## config.mk

```make
export PLATFORM = sky130hd
export DESIGN_NAME = rom_boot_loader
export DESIGN_NICKNAME = d
export VERILOG_FILES = /design/src/rtl/boot_pkg.sv /design/src/rtl/byte_word_packer.sv /design/src/rtl/rom_boot_loader.sv
export SDC_FILE = /design/constraint.sdc
export NUM_CORES = 1
export LEC_CHECK = 0
export CAP_MARGIN = 20
export CORE_UTILIZATION = 40
export CTS_CLUSTER_DIAMETER = 30
export DETAILED_ROUTE_END_ITERATION = 12
export PLACE_DENSITY_LB_ADDON = 0.2
export SLEW_MARGIN = 10
export SYNTH_ARGS = -nofsm -noshare
export SYNTH_HDL_FRONTEND = slang
export SYNTH_SLANG_ARGS = --single-unit
```

## constraint.sdc

```tcl
create_clock -name clk -period 4.6 [get_ports clk]
set_clock_uncertainty 0.2 [all_clocks]
set_input_delay 0.92 -clock clk [delete_from_list [all_inputs] [get_ports clk]]
set_output_delay 0.92 -clock clk [all_outputs]
set_load 0.005 [all_outputs]
```

## src/rtl/boot_pkg.sv

```systemverilog
// Shared types and constants for the ROM boot loader.
// Holds the loader state encoding, stream framing sizes and the idle-counter width helper.
package boot_pkg;

  typedef enum logic [2:0] {
    LEN0,
    LEN1,
    DATA,
    CSUM,
    RUN,
    ERR
  } state_t;

  localparam int unsigned BYTE_W     = 8;
  localparam int unsigned LEN_BYTES  = 2;
  localparam int unsigned WORD_BYTES = 4;
  localparam int unsigned LEN_W      = BYTE_W * LEN_BYTES;
  localparam int unsigned WORD_W     = BYTE_W * WORD_BYTES;

  // Width needed to hold an idle count of 0..cyc inclusive.
  function automatic int unsigned tmo_width(input int unsigned cyc);
    return $clog2(cyc + 1);
  endfunction

endpackage

```

## src/rtl/byte_word_packer.sv

```systemverilog
// Packs accepted bytes little-endian into 32-bit words.
// Issues a one-cycle write strobe with the completed word on the cycle after its last byte.
module byte_word_packer
  import boot_pkg::*;
(
  input  logic              clk,
  input  logic              rst,
  input  logic              clear,
  input  logic              push,
  input  logic [BYTE_W-1:0] data,
  output logic              word_done_c,
  output logic              we,
  output logic [WORD_W-1:0] word
);

  localparam int unsigned CNT_W = $clog2(WORD_BYTES);
  localparam int unsigned ACC_W = WORD_W - BYTE_W;

  logic [CNT_W-1:0] cnt;
  logic [ACC_W-1:0] acc;

  assign word_done_c = push && (cnt == CNT_W'(WORD_BYTES - 1));

  // Byte placement: lower bytes wait in acc, the top byte completes the word.
  always_ff @(posedge clk or posedge rst) begin
    if (rst) begin
      cnt  <= '0;
      acc  <= '0;
      we   <= 1'b0;
      word <= '0;
    end else begin
      we <= word_done_c;
      if (clear) begin
        cnt <= '0;
        acc <= '0;
      end else if (push) begin
        cnt <= cnt + CNT_W'(1);
        case (cnt)
          CNT_W'(0): acc[7:0]   <= data;
          CNT_W'(1): acc[15:8]  <= data;
          CNT_W'(2): acc[23:16] <= data;
          default:   word       <= {data, acc};
        endcase
      end
    end
  end

endmodule

```

## src/rtl/rom_boot_loader.sv

```systemverilog
// Boot sequencer: receives a length-prefixed, checksummed byte image, writes it into the ROM
// and releases the core from reset only once the whole image has verified.
module rom_boot_loader
  import boot_pkg::*;
#(
  parameter int unsigned ADDR_W      = 12,
  parameter int unsigned TIMEOUT_CYC = 1024
) (
  input  logic              clk,
  input  logic              rst,
  input  logic              in_valid,
  input  logic [7:0]        in_data,
  output logic              in_ready,
  output logic              rom_we,
  output logic [ADDR_W-1:0] rom_waddr,
  output logic [31:0]       rom_wdata,
  output logic              core_hold,
  output logic              done,
  output logic              err
);

  localparam int unsigned TW = tmo_width(TIMEOUT_CYC);
  localparam logic [LEN_W:0] MAX_WORDS = {{LEN_W{1'b0}}, 1'b1} << ADDR_W;

  state_t            state;
  state_t            next_state;
  logic [BYTE_W-1:0] len_lo;
  logic [LEN_W-1:0]  len;
  logic [LEN_W-1:0]  len_full_c;
  logic [ADDR_W-1:0] w;
  logic [BYTE_W-1:0] csum;
  logic [TW-1:0]     idle;
  logic              xfer_c;
  logic              push_c;
  logic              counting_c;
  logic              timeout_c;
  logic              oversize_c;
  logic              last_word_c;
  logic              word_done_c;
  logic              pack_clear_c;

  assign xfer_c      = in_valid && in_ready;
  assign push_c      = xfer_c && (state == DATA);
  assign len_full_c  = {in_data, len_lo};
  assign oversize_c  = {1'b0, len_full_c} > MAX_WORDS;
  assign last_word_c = (LEN_W'(w) == (len - LEN_W'(1)));
  assign counting_c  = (state == LEN1) || (state == DATA) || (state == CSUM);
  // A transfer on the expiry cycle wins over the timeout.
  assign timeout_c   = counting_c && !xfer_c && (idle == TW'(TIMEOUT_CYC - 1));

  byte_word_packer u_packer (
    .clk         (clk),
    .rst         (rst),
    .clear       (pack_clear_c),
    .push        (push_c),
    .data        (in_data),
    .word_done_c (word_done_c),
    .we          (rom_we),
    .word        (rom_wdata)
  );

  always_ff @(posedge clk or posedge rst) begin
    if (rst) begin
      state <= LEN0;
    end else begin
      state <= next_state;
    end
  end

  always_comb begin
    next_state   = state;
    pack_clear_c = 1'b0;
    case (state)
      LEN0: begin
        if (xfer_c) next_state = LEN1;
      end
      LEN1: begin
        if (xfer_c) begin
          if (oversize_c) begin
            next_state = ERR;
          end else if (len_full_c == '0) begin
            next_state = CSUM;
          end else begin
            next_state   = DATA;
            pack_clear_c = 1'b1;
          end
        end
      end
      DATA: begin
        if (word_done_c && last_word_c) next_state = CSUM;
      end
      CSUM: begin
        if (xfer_c) next_state = (in_data == csum) ? RUN : ERR;
      end
      RUN:     next_state = RUN;
      ERR:     next_state = ERR;
      default: next_state = ERR;
    endcase
    if (timeout_c) next_state = ERR;
  end

  // Length, word index, running checksum and inter-byte idle counter.
  always_ff @(posedge clk or posedge rst) begin
    if (rst) begin
      len_lo    <= '0;
      len       <= '0;
      w         <= '0;
      csum      <= '0;
      idle      <= '0;
      rom_waddr <= '0;
    end else begin
      if (xfer_c && (state == LEN0)) len_lo <= in_data;
      if (xfer_c && (state == LEN1)) begin
        len <= len_full_c;
        w   <= '0;
      end
      if (push_c) csum <= csum ^ in_data;
      if (word_done_c) begin
        rom_waddr <= w;
        if (!last_word_c) w <= w + ADDR_W'(1);
      end
      idle <= (xfer_c || !counting_c) ? '0 : idle + TW'(1);
    end
  end

  // Handshake and status outputs follow the state being entered.
  always_ff @(posedge clk or posedge rst) begin
    if (rst) begin
      in_ready  <= 1'b0;
      core_hold <= 1'b1;
      done      <= 1'b0;
      err       <= 1'b0;
    end else begin
      in_ready  <= (next_state == LEN0) || (next_state == LEN1) ||
                   (next_state == DATA) || (next_state == CSUM);
      core_hold <= (next_state != RUN);
      done      <= (next_state == RUN);
      err       <= (next_state == ERR);
    end
  end

endmodule

```

## After elaboration in Yosys (flattened, before gate mapping)

Cells that the tools add are included.

- Bits in registers: 133
- Input port bits: 11
- Output and inout bits: 49
- Logic and storage cells: 94

- Add/subtract/negate cells: 4
- Order comparisons: 1
- Equal/unequal tests: 16
- Mux-type cells: 24
- Bitwise gates (word level): 3
- Reduce and logical (&&, ||, !) cells: 29

Operator list:

| kind | number |
|---|---|
| 24-bit two-way mux | 2 |
| 12-bit two-way mux | 3 |
| 8-bit two-way mux | 3 |
| 3-bit two-way mux | 6 |
| 12-bit by 16-bit == test with 1-bit output | 1 |
| 16-bit by 13-bit > comparator with 1-bit output, second input constant | 1 |
| 16-bit zero test | 1 |
| 16-bit by 1-bit subtractor with 16-bit output, second input constant | 1 |
| 3-bit one-hot mux with 5 select lines | 1 |
| 12-bit by 1-bit adder with 12-bit output, second input constant | 1 |
| 3-bit by 2-bit == test with 1-bit output, second input constant | 4 |
| 11-bit by 1-bit adder with 11-bit output, second input constant | 1 |
| 11-bit by 10-bit == test with 1-bit output, second input constant | 1 |
| 11-bit two-way mux | 1 |
| 3-bit == test, second input constant | 3 |
| 8-bit == test | 1 |
| 1-bit logical AND | 8 |
| 2-bit nonzero test | 4 |
| 8-bit XOR | 1 |
| 3-bit by 1-bit == test with 1-bit output, second input constant | 2 |
| 3-bit zero test | 2 |
| 1-bit logical OR | 6 |
| 1-bit two-way mux | 6 |
| 2-bit AND reduction | 3 |
| other kinds (10) | 14 |

## Depth between registers and ports, before layout

Gate-level depths: netlist of the first run.

- Word-level depth: 11
- Depth in mapped cells: 10
- Gate-level depth less buffers: 9

## Modules after synthesis

A second synthesis of the first run with hierarchy kept.

- Cells, all modules: 546
- Area total of the unflattened synthesis: 6452.4 sq um

By module, submodules not included:

| module | times used | cells each | area each (sq um) | seq. area each (sq um) |
|---|---|---|---|---|
| rom_boot_loader | 1 | 352 | 3802.4 | 1853.0 |
| byte_word_packer | 1 | 194 | 2650.0 | 1476.4 |

## Worst setup path after synthesis of the first run

OpenSTA, ideal clock, no wires.

- Path type: input to register
- From: in in_data[0]
- To: reg u_packer.acc[14]
- Setup time: 136 ps
- Arrival time: 2509 ps
- Data required time: 4264 ps
- Path slack: 1755 ps
- Cell stages on the path: 8
- Path buffers: 2
- Path through: clkbuf_1 > nor4_1 > nand3_1 > nand2_1 > nand2_1 > nor3_1 > clkbuf_1 > o21ai_0

- Word-level cells in the longest chain between the ends: 7
- Elaborated cells between the ends (all ways): 10
- Those cells by class: order compare: 1; mux: 5; reduce/logical: 4

Ends and longest elaborated chain:

| element | line | source |
|---|---|---|
| from (decl) | rom_boot_loader.sv:12 | `input logic [7:0] in_data,` |
| branches (longest 2 deep; another with 16-bit by 13-bit > comparator with 1-bit output) | n/a |  |
| 1-bit two-way mux (*) | rom_boot_loader.sv:79 | `if (oversize_c) begin` |
| 1-bit two-way mux (*) | rom_boot_loader.sv:78 | `if (xfer_c) begin` |
| 1-bit two-way mux (*) | rom_boot_loader.sv:73 | `case (state)` |
| 2-bit nonzero test (no source line) | n/a |  |
| 2-bit AND reduction (no source line) | n/a |  |
| to (signal assigned) | byte_word_packer.sv:40 | `CNT_W'(1): acc[15:8] <= data;` |
| to (decl) | byte_word_packer.sv:20 | `logic [ACC_W-1:0] acc;` |

Mark *: on every way between the ends.
A chain may end at the register's enable or synchronous reset.

## Worst setup path after layout of the first run

- From: in in_valid
- To: reg done

- Word-level cells in the longest chain between the ends: 8
- Elaborated cells between the ends (all ways): 14
- Those cells by class: eq/ne: 1; mux: 6; reduce/logical: 7

Ends and longest elaborated chain:

| element | line | source |
|---|---|---|
| from (decl) | rom_boot_loader.sv:11 | `input logic in_valid,` |
| 1-bit logical AND (*) | rom_boot_loader.sv:42 | `assign xfer_c = in_valid && in_ready;` |
| 1-bit logical AND | rom_boot_loader.sv:43 | `assign push_c = xfer_c && (state == DATA);` |
| 1-bit logical AND | byte_word_packer.sv:22 | `assign word_done_c = push && (cnt == CNT_W'(WORD_BYTES - 1));` |
| 1-bit logical AND | rom_boot_loader.sv:90 | `if (word_done_c && last_word_c) next_state = CSUM;` |
| 3-bit two-way mux | rom_boot_loader.sv:90 |  |
| 3-bit one-hot mux with 5 select lines | rom_boot_loader.sv:73 |  |
| 3-bit two-way mux (*) | rom_boot_loader.sv:99 | `if (timeout_c) next_state = ERR;` |
| 3-bit == test (*) | rom_boot_loader.sv:137 | `done <= (next_state == RUN);` |
| to (signal assigned) | rom_boot_loader.sv:137 |  |
| to (decl) | rom_boot_loader.sv:18 | `output logic done,` |

Every way passes the cells marked *; elsewhere a longest branch is shown, timed or not.

==> results of run 1 <==
==> stage by stage <==
step	cell area, µm²	worst slack, ps	std cells	total power, µW
CTS	7430	1310	876	3320
detailed placement	6890	877	844	2080
finish	7440	1330	877	3290
global placement	6890	975	844	2060
floorplan	6160	1760	628	1920
global route	7440	1160	877	3440
==> worst max-delay path: cells and delay by family <==
family          cells  cell delay [ps]
compound gates      1              390
buf+inv             4             1520
simple gates        4              570
==> state kept, by name, indices dropped and copies added (netlist names) <==
| name | flops |
|---|---|
| w | 12 |
| csum | 8 |
| len | 16 |
| done | 1 |
| idle | 11 |
| rom_waddr | 12 |
| u_packer.word | 32 |
| err | 1 |
| u_packer.cnt | 2 |
| u_packer.we | 1 |
| state | 3 |
| len_lo | 8 |
| u_packer.acc | 24 |
| core_hold | 1 |
| in_ready | 1 |
==> kinds of logic (layout without fill, tap and decap cells) <==
kind of cell,after synthesis,after routing,share of synthesized area [%]
AOI/OAI and AO/OA,59,59,6.61
xor gates and xnor gates,44,44,6.26
adders and majority gates,7,7,1.42
buffers and inverters,45,110,3.17
DFF,133,133,54.1
muxes,31,31,5.55
and+or+nand+nor,309,309,22.9
==> metal layers <==
metal | GRT usage (%) | part of all wire [%]
met3 | 4.46 | 3.1
met1 | 23.9 | 47
met2 | 29.8 | 48
met5 | 0 | 0
met4 | 7.44 | 2.1
==> layout by cell type, fill, tap and decap left out, drive strengths merged, types with 3 or more instances in the layout <==
cell type	instances
a21oi	18
nor2	35
ha	7
a221o	4
nor3b	3
clkbuf	20
and2	5
clkdlybuf4s50	59
clkinv	8
xnor2	26
nor4	9
mux2i	6
nand4	5
clkinvlp	5
nand2	205
o22ai	3
o21ai	15
a211oi	3
mux2	25
nand3	17
buf	8
nor3	9
dfrtp	132
and3	6
inv	10
xor2	18
==> power groups by stage <==
stage	logic, µW	registers, µW	clock network, µW
after floorplan	477	1440	0
after global placement	571	1490	0
after detailed placement	586	1500	0
after CTS	590	1480	1250
after global routing	644	1500	1300
final	588	1480	1230
==> how the worst max path moves through the flow <==
stage          startpoint                           end  slack [ps]  cells past startpoint
4_1_cts          in_valid                done$_DFF_PP0_        1310                      9
3_5_place_dp     in_valid                done$_DFF_PP0_         880                      9
5_1_grt          in_valid                done$_DFF_PP0_        1160                      9
3_3_place_gp     in_valid                done$_DFF_PP0_         970                      9
2_1_floorplan  in_data[0]  u_packer.acc[14]$_DFFE_PP0P_        1760                      8
6_report         in_valid                done$_DFF_PP0_        1330                      9
==> final cells by class <==
| cell class | count | area (µm²) | area share [%] |
|---|---|---|---|
| flip-flops and latches | 133 | 3330 | 44.8 |
| multi-input cells | 450 | 2630 | 35.4 |
| repair buffers | 67 | 663 | 8.91 |
| clock buffers | 20 | 457 | 6.14 |
| well taps | 184 | 230 | 3.09 |
| clock inverters | 12 | 81.3 | 1.09 |
| inverters | 11 | 45.0 | 0.605 |
==> summary.md, run 1 <==
| Metric | Value |
|---|---|
| Overall overflow remaining after global route | 0 |
| Net count of the finished layout | 698 |
| Area share of the largest cell type after synthesis | 53.7% |
| Number of iterations in the first detailed-routing pass | 4 |
| Area overhead of the layout relative to synthesis | 20.9% |
| Number of remaining DRC errors | 0 |
| Depth of the CTS H-tree | 4 |
| Critical-path maximum fanout | 20 |
| Cell Int Power | 2320 µW |
| PostCTS Resize Cnt | 0 |
| Core utilization of the finished layout | 50.4% |
| Fin Hold WS | 272 ps |
| Share of cells above drive strength 1 | 11.8% |
| Min cycle time layout | 3270 ps |
| Crit-path slowest cell | clkinv_1 |
| Startpoint of the worst hold path | u_packer.acc[3]$_DFFE_PP0P_ |
| Number of global-route vias before repair | 4613 |
| Power Dens Cells | 442 nW/µm² |
| Clock network power share | 37.2% |
| Total negative slack | 0 ps |
| Average cell area after synthesis | 9.80 µm² |
| Cell count after synthesis | 628 |
| Switching portion of total power | 29.5% |
| Achievable Freq | 306 MHz |
| WL per Instance | 15.5 µm |
| Postcts setup bufs | 0 |
| Fillers | 1347 |
| Share of total power in sequential cells | 44.9% |
| Largest cells by area after synthesis | dfrtp_1 (54%), nand2_1 (13%), mux2_2 (4.6%) |
| Combinational fraction of design power | 17.9% |
| End point of the most critical hold path | u_packer.word[3]$_DFFE_PP0P_ |
| Register-to-register setup slack | 1410 ps |
| Critical Path Source Type | input port |
| Root buffer cell | clkbuf_16 |
| FF-to-FF path depth | 9 |
| Cell taking the most area after synthesis | dfrtp_1 |
| Final count of negative-setup-slack endpoints | 0 |
| Clock transition at the registers of the reported paths | 60 ps |
| Number of storage elements in the synthesis netlist | 133 |
| Pin count of the biggest net entering global routing | 134 |
| Post-detailed-route count of antenna-violating nets | 0 |
| Initial core utilization | 41.7% |
| Clock buffer count from CTS | 17 |
| Core Area | 14800 µm² |
| Status | complete, no violations |
| Synthesized net count | 646 |
| Tightest Pin Transition | 732 ps |
| Period utilization | 71.0% |
| Primary flip-flop cell chosen by synthesis mapping | dfrtp_1 |
| Synth top cells by count | nand2_1 (205), dfrtp_1 (132), nor2_1 (34) |
| CTS sink cnt | 133 |
| Total number of yosys warnings | 0 |
| Global placement routability congestion | 0.745 |
| Clock network latency to the later pin of the worst-skew pair | 420 ps |
| Overall Global Routing Usage | 18.5% |
| Fraction of the yosys area taken by sequential cells | 54.1% |
| Hold Violations, Final | 0 |
| Worst EP required | 4760 ps |
| Setup CP Type | input port to register |
| Worst-case vdd ir drop | 278 µV |
| X dimension of the die | 126 µm |
| # IOs | 60 |
| Number of stages on the worst hold path | 2 |
| Antenna diodes | 0 |
| Leakage | 0.00344 µW |
| Number of unique standard cell types used by synthesis | 60 |
| Sum of routed wire length over all layers | 13600 µm |
| Vias per std cell | 5.18 |
| Maximum clock insertion buffer count | 2 |
| Area of the die | 15900 µm² |
| Crit path DAT | 3420 ps |
| Final count of pins violating max slew | 0 |
| Async set or reset register ratio after synthesis | 100% |
| Max Cap Violations | 0 |
| Detailed Route Iter0 Violations | 351 |
| Placement Rows | 44 |
| Switching component of the power | 971 µW |
| TritonCTS clock tree | yes |
| Leading cell type by number of instances after synthesis | nand2_1 |
| Unrepaired setup endpoints after global routing | false |
| Delay of the slowest critical-path stage | 470 ps |
| Number of buffers inserted for hold repair after clock tree synthesis | 0 |
| Detailed-placement wirelength estimate | 8870 µm |
| Total vias in the final route | 4542 |
| Ordered cell list for the critical path | clkdlybuf4s50_1 -> nand2_1 -> nor4_4 -> buf_4 -> nand2_1 -> clkinv_1 -> buf_4 -> a2111oi_4 -> and2_1 |
| Global-route wire length before repair | 22900 µm |
| Max-Slew Margin vs Limit | 51.2% |
| Startpoint of the worst-slack reg-to-reg timing path | len[0]$_DFFE_PP0P_ |
| I/O Buffers | 59 |
| Synthesized area | 6150 µm² |
| Critical register-to-register path endpoint | w[2]$_DFF_PP0_ |
| EDFF count, synth | 0 |
| Initial antenna violation count | 0 |
| Worst Setup End Kind | register |
| Worst hold path type | register to register |
| Die Span Y | 126 µm |
No activity file was read; power rests on OpenSTA's default activity.
==> run 2, diff against run 1 <==
==> constraint.sdc (replaced) <==
create_clock -name clk -period 2.8 [get_ports clk]
set_clock_uncertainty 0.2 [all_clocks]
set_input_delay 0.56 -clock clk [delete_from_list [all_inputs] [get_ports clk]]
set_output_delay 0.56 -clock clk [all_outputs]
set_load 0.005 [all_outputs]
==> run 2 against run 1 <==
Setup slack got worse by 1200 ps. Via count is 0.13% higher. Worst hold slack got worse by 3.2 ps. Largest cell class unchanged. Cell count is 2.4% higher. Routed wire length rose by 2.0%. Flip-flop and latch count stayed put. Clock power increased by 89%. Global-route usage increased by 0.49 points.
==> summary.md, run 2 (same netlist as run 1, synthesis figures left out) <==
| Metric | Value |
|---|---|
| Status | complete, no violations |
| Number of iterations in the first detailed-routing pass | 4 (unchanged) |
| Detailed-placement wirelength estimate | 9400 µm (+5.9%) |
| Fillers | 1353 (+0.45%) |
| Total vias in the final route | 4548 (+0.13%) |
| Total area of sequential cells | 3330 µm² (unchanged) |
| Instance count after placement with tap cells included | 867 (+2.7%) |
| Antenna diodes | 0 (unchanged) |
| Placed inst area | 7100 µm² (+3.0%) |
| Number of global-route vias before repair | 4701 (+1.9%) |
| Pin count of the biggest net entering global routing | 78 (-42%) |
| Initial antenna violation count | 0 (unchanged) |
| Flip-flop count of the largest register, all copies and words added | 32 (unchanged) |
| Tightest Pin Transition | 596 ps (-135 ps) |
| Depth of the CTS H-tree | 4 (unchanged) |
| X dimension of the die | 126 µm (unchanged) |
| Final count of pins violating max slew | 0 (unchanged) |
| Critical-path maximum fanout | 5 (-75%) |
| Achievable Freq | 374 MHz |
| Placement Rows | 44 (unchanged) |
| Power Dens Cells | 751 nW/µm² (+70%) |
| Post-route cell area | 7730 µm² (+3.9%) |
| Setup slack after placement | 45.7 ps (-832 ps) |
| Register-to-register setup slack | 130 ps (-1280 ps) |
| Commonest non-fill, non-tap cells in the layout | nand2_1 (205), dfrtp_1 (132), clkdlybuf4s50_1 (59) |
| Max-Slew Margin vs Limit | 59.9% (+8.7 points) |
| Core Area | 14800 µm² (unchanged) |
| Area overhead of the layout relative to synthesis | 25.7% |
| Worst-case vdd ir drop | 429 µV (+55%) |
| Die Span Y | 126 µm (unchanged) |
| Detailed Route Iter0 Violations | 225 (-36%) |
| Unrepaired setup endpoints after global routing | false |
| Minimum setup slack in the final design | 128 ps (-1210 ps) |
| # IOs | 60 (unchanged) |
| Final Non-Filler Cells | 898 (+2.4%) |
| Net count of the finished layout | 721 (+3.3%) |
| Worst EP required | 2950 ps (-1810 ps) |
| Clock network latency to the later pin of the worst-skew pair | 420 ps (about the same) |
| Period utilization | 95.4% |
| WL per Instance | 15.4 µm (-0.39%) |
| Global-route wire length before repair | 23500 µm (+2.6%) |
| Area of the die | 15900 µm² (unchanged) |
| I/O Buffers | 59 (unchanged) |
| TritonCTS clock tree | yes |
| Number of buffers inserted for hold repair after clock tree synthesis | 0 (unchanged) |
| Worst Setup End Kind | register |
| Global placement routability congestion | 0.845 (+13%) |
| Hold Violations, Final | 0 (unchanged) |
| Worst hold path type | register to register |
| Maximum clock insertion buffer count | 2 (unchanged) |
| Overall overflow remaining after global route | 0 (unchanged) |
| Root buffer cell | clkbuf_16 |
| Area occupied by multi-input gates | 2640 µm² (+0.33%) |
| Leakage | 0.00360 µW (+4.8%) |
| Most common cell after layout, fill and taps aside | nand2_1 |
| Top Registers | u_packer.word (32), u_packer.acc (24), len (16) |
| Vias per std cell | 5.06 (-2.2%) |
| Overall Global Routing Usage | 18.9% (+0.49 points) |
| Share of cells above drive strength 1 | 14.7% (+2.9 points) |
| CTS sink cnt | 133 (unchanged) |
| Sum of routed wire length over all layers | 13800 µm (+2.0%) |
| Largest reg by FF count | u_packer.word |
| Min cycle time layout | 2670 ps |
| Setup CP Type | register to register |
| Max Cap Violations | 0 (unchanged) |
| Post-detailed-route count of antenna-violating nets | 0 (unchanged) |
| Final count of negative-setup-slack endpoints | 0 (unchanged) |
| Crit path DAT | 2820 ps (-600 ps) |
| Number of remaining DRC errors | 0 (unchanged) |
| Clock transition at the registers of the reported paths | 60 ps (about the same) |
| Initial core utilization | 41.7% (unchanged) |
| Clock buffer count from CTS | 17 (unchanged) |
| Critical Path Source Type | register |
| Total negative slack | 0 ps (unchanged) |
==> run 2: changes by cell type in the layout (fill, tap and decap cells not counted) <==
cell        before  now
buf_4            7   27
bufinv_16        0    4
buf_12           1    4
clkinv_4         2    0
clkinvlp_4       5    3
and4_1           1    0
and4_2           0    1
clkinv_2         5    4
inv_6            1    0
nor2b_1          2    1
nor2b_4          0    1
==> run 2: worst paths after layout <==
| path | cells after the start | startpoint | end |
|---|---|---|---|
| min in group asynchronous | 3 | rst | u_packer.word[25]$_DFFE_PP0P_ |
| worst min register to register | 1 | idle[0]$_DFF_PP0_ | idle[0]$_DFF_PP0_ |
| worst max-delay path | 10 | len[1]$_DFFE_PP0P_ | done$_DFF_PP0_ |
| max in group asynchronous | 3 | rst | core_hold$_DFF_PP1_ |
| worst max register to register | 10 | len[1]$_DFFE_PP0P_ | done$_DFF_PP0_ |
| worst min-delay path | 1 | idle[0]$_DFF_PP0_ | idle[0]$_DFF_PP0_ |
==> run 2: stage by stage <==
stage | power (µW) | utilization (%) | hold WS, ps
floorplan | 3150 | - | 233
global placement | 3440 | 48.2 | 249
detailed placement | 3480 | 48.2 | 260
CTS | 5820 | 52.3 | 267
global route | 6070 | 52.4 | 298
finish | 5800 | 52.4 | 269
==> run 2: cell type report <==
| cell class | count | share of cell area [%] |
|---|---|---|
| sequential | 133 | 43.1 |
| clock inverter | 10 | 2.01 |
| multi-input combinational | 450 | 34.2 |
| inverter | 11 | 0.583 |
| timing repair buffer | 90 | 11.3 |
| clock buffer | 20 | 5.91 |
| tap | 184 | 2.98 |
==> run 2: routing by layer <==
layer	track usage, %	wire length (µm)
met1	24.8	6470
met2	30.4	6540
met3	4.21	619
met4	7.87	201
met5	0	0
==> run 2: where the power goes <==
group	leakage [µW]	internal (µW)	switching, µW	total, µW
Sequential	0.00181	2140	291	2430
Clock	0.000298	1520	796	2320
Combinational	0.00149	564	497	1060
Total	0.00360	4220	1580	5800
==> run 2: timing repair <==
| action | 4_1_cts | 5_1_grt |
|---|---|---|
| endpoints found under the hold margin | 0 | 0 |
| gates resized for setup | 0 | 3 |
| setup endpoints to repair | 0 | 13 |
| buffers inserted | 0 | 1 |
==> run 2: critical path: stages, from the launching register on <==
cell and delay, ps:
dfrtp_1 380, buf_4 150, nor4_4 250, buf_4 180, a21oi_1 70, o211ai_1 270
a2111oi_2 70, and4_2 290, buf_4 160, a2111oi_4 400, and2_1 170
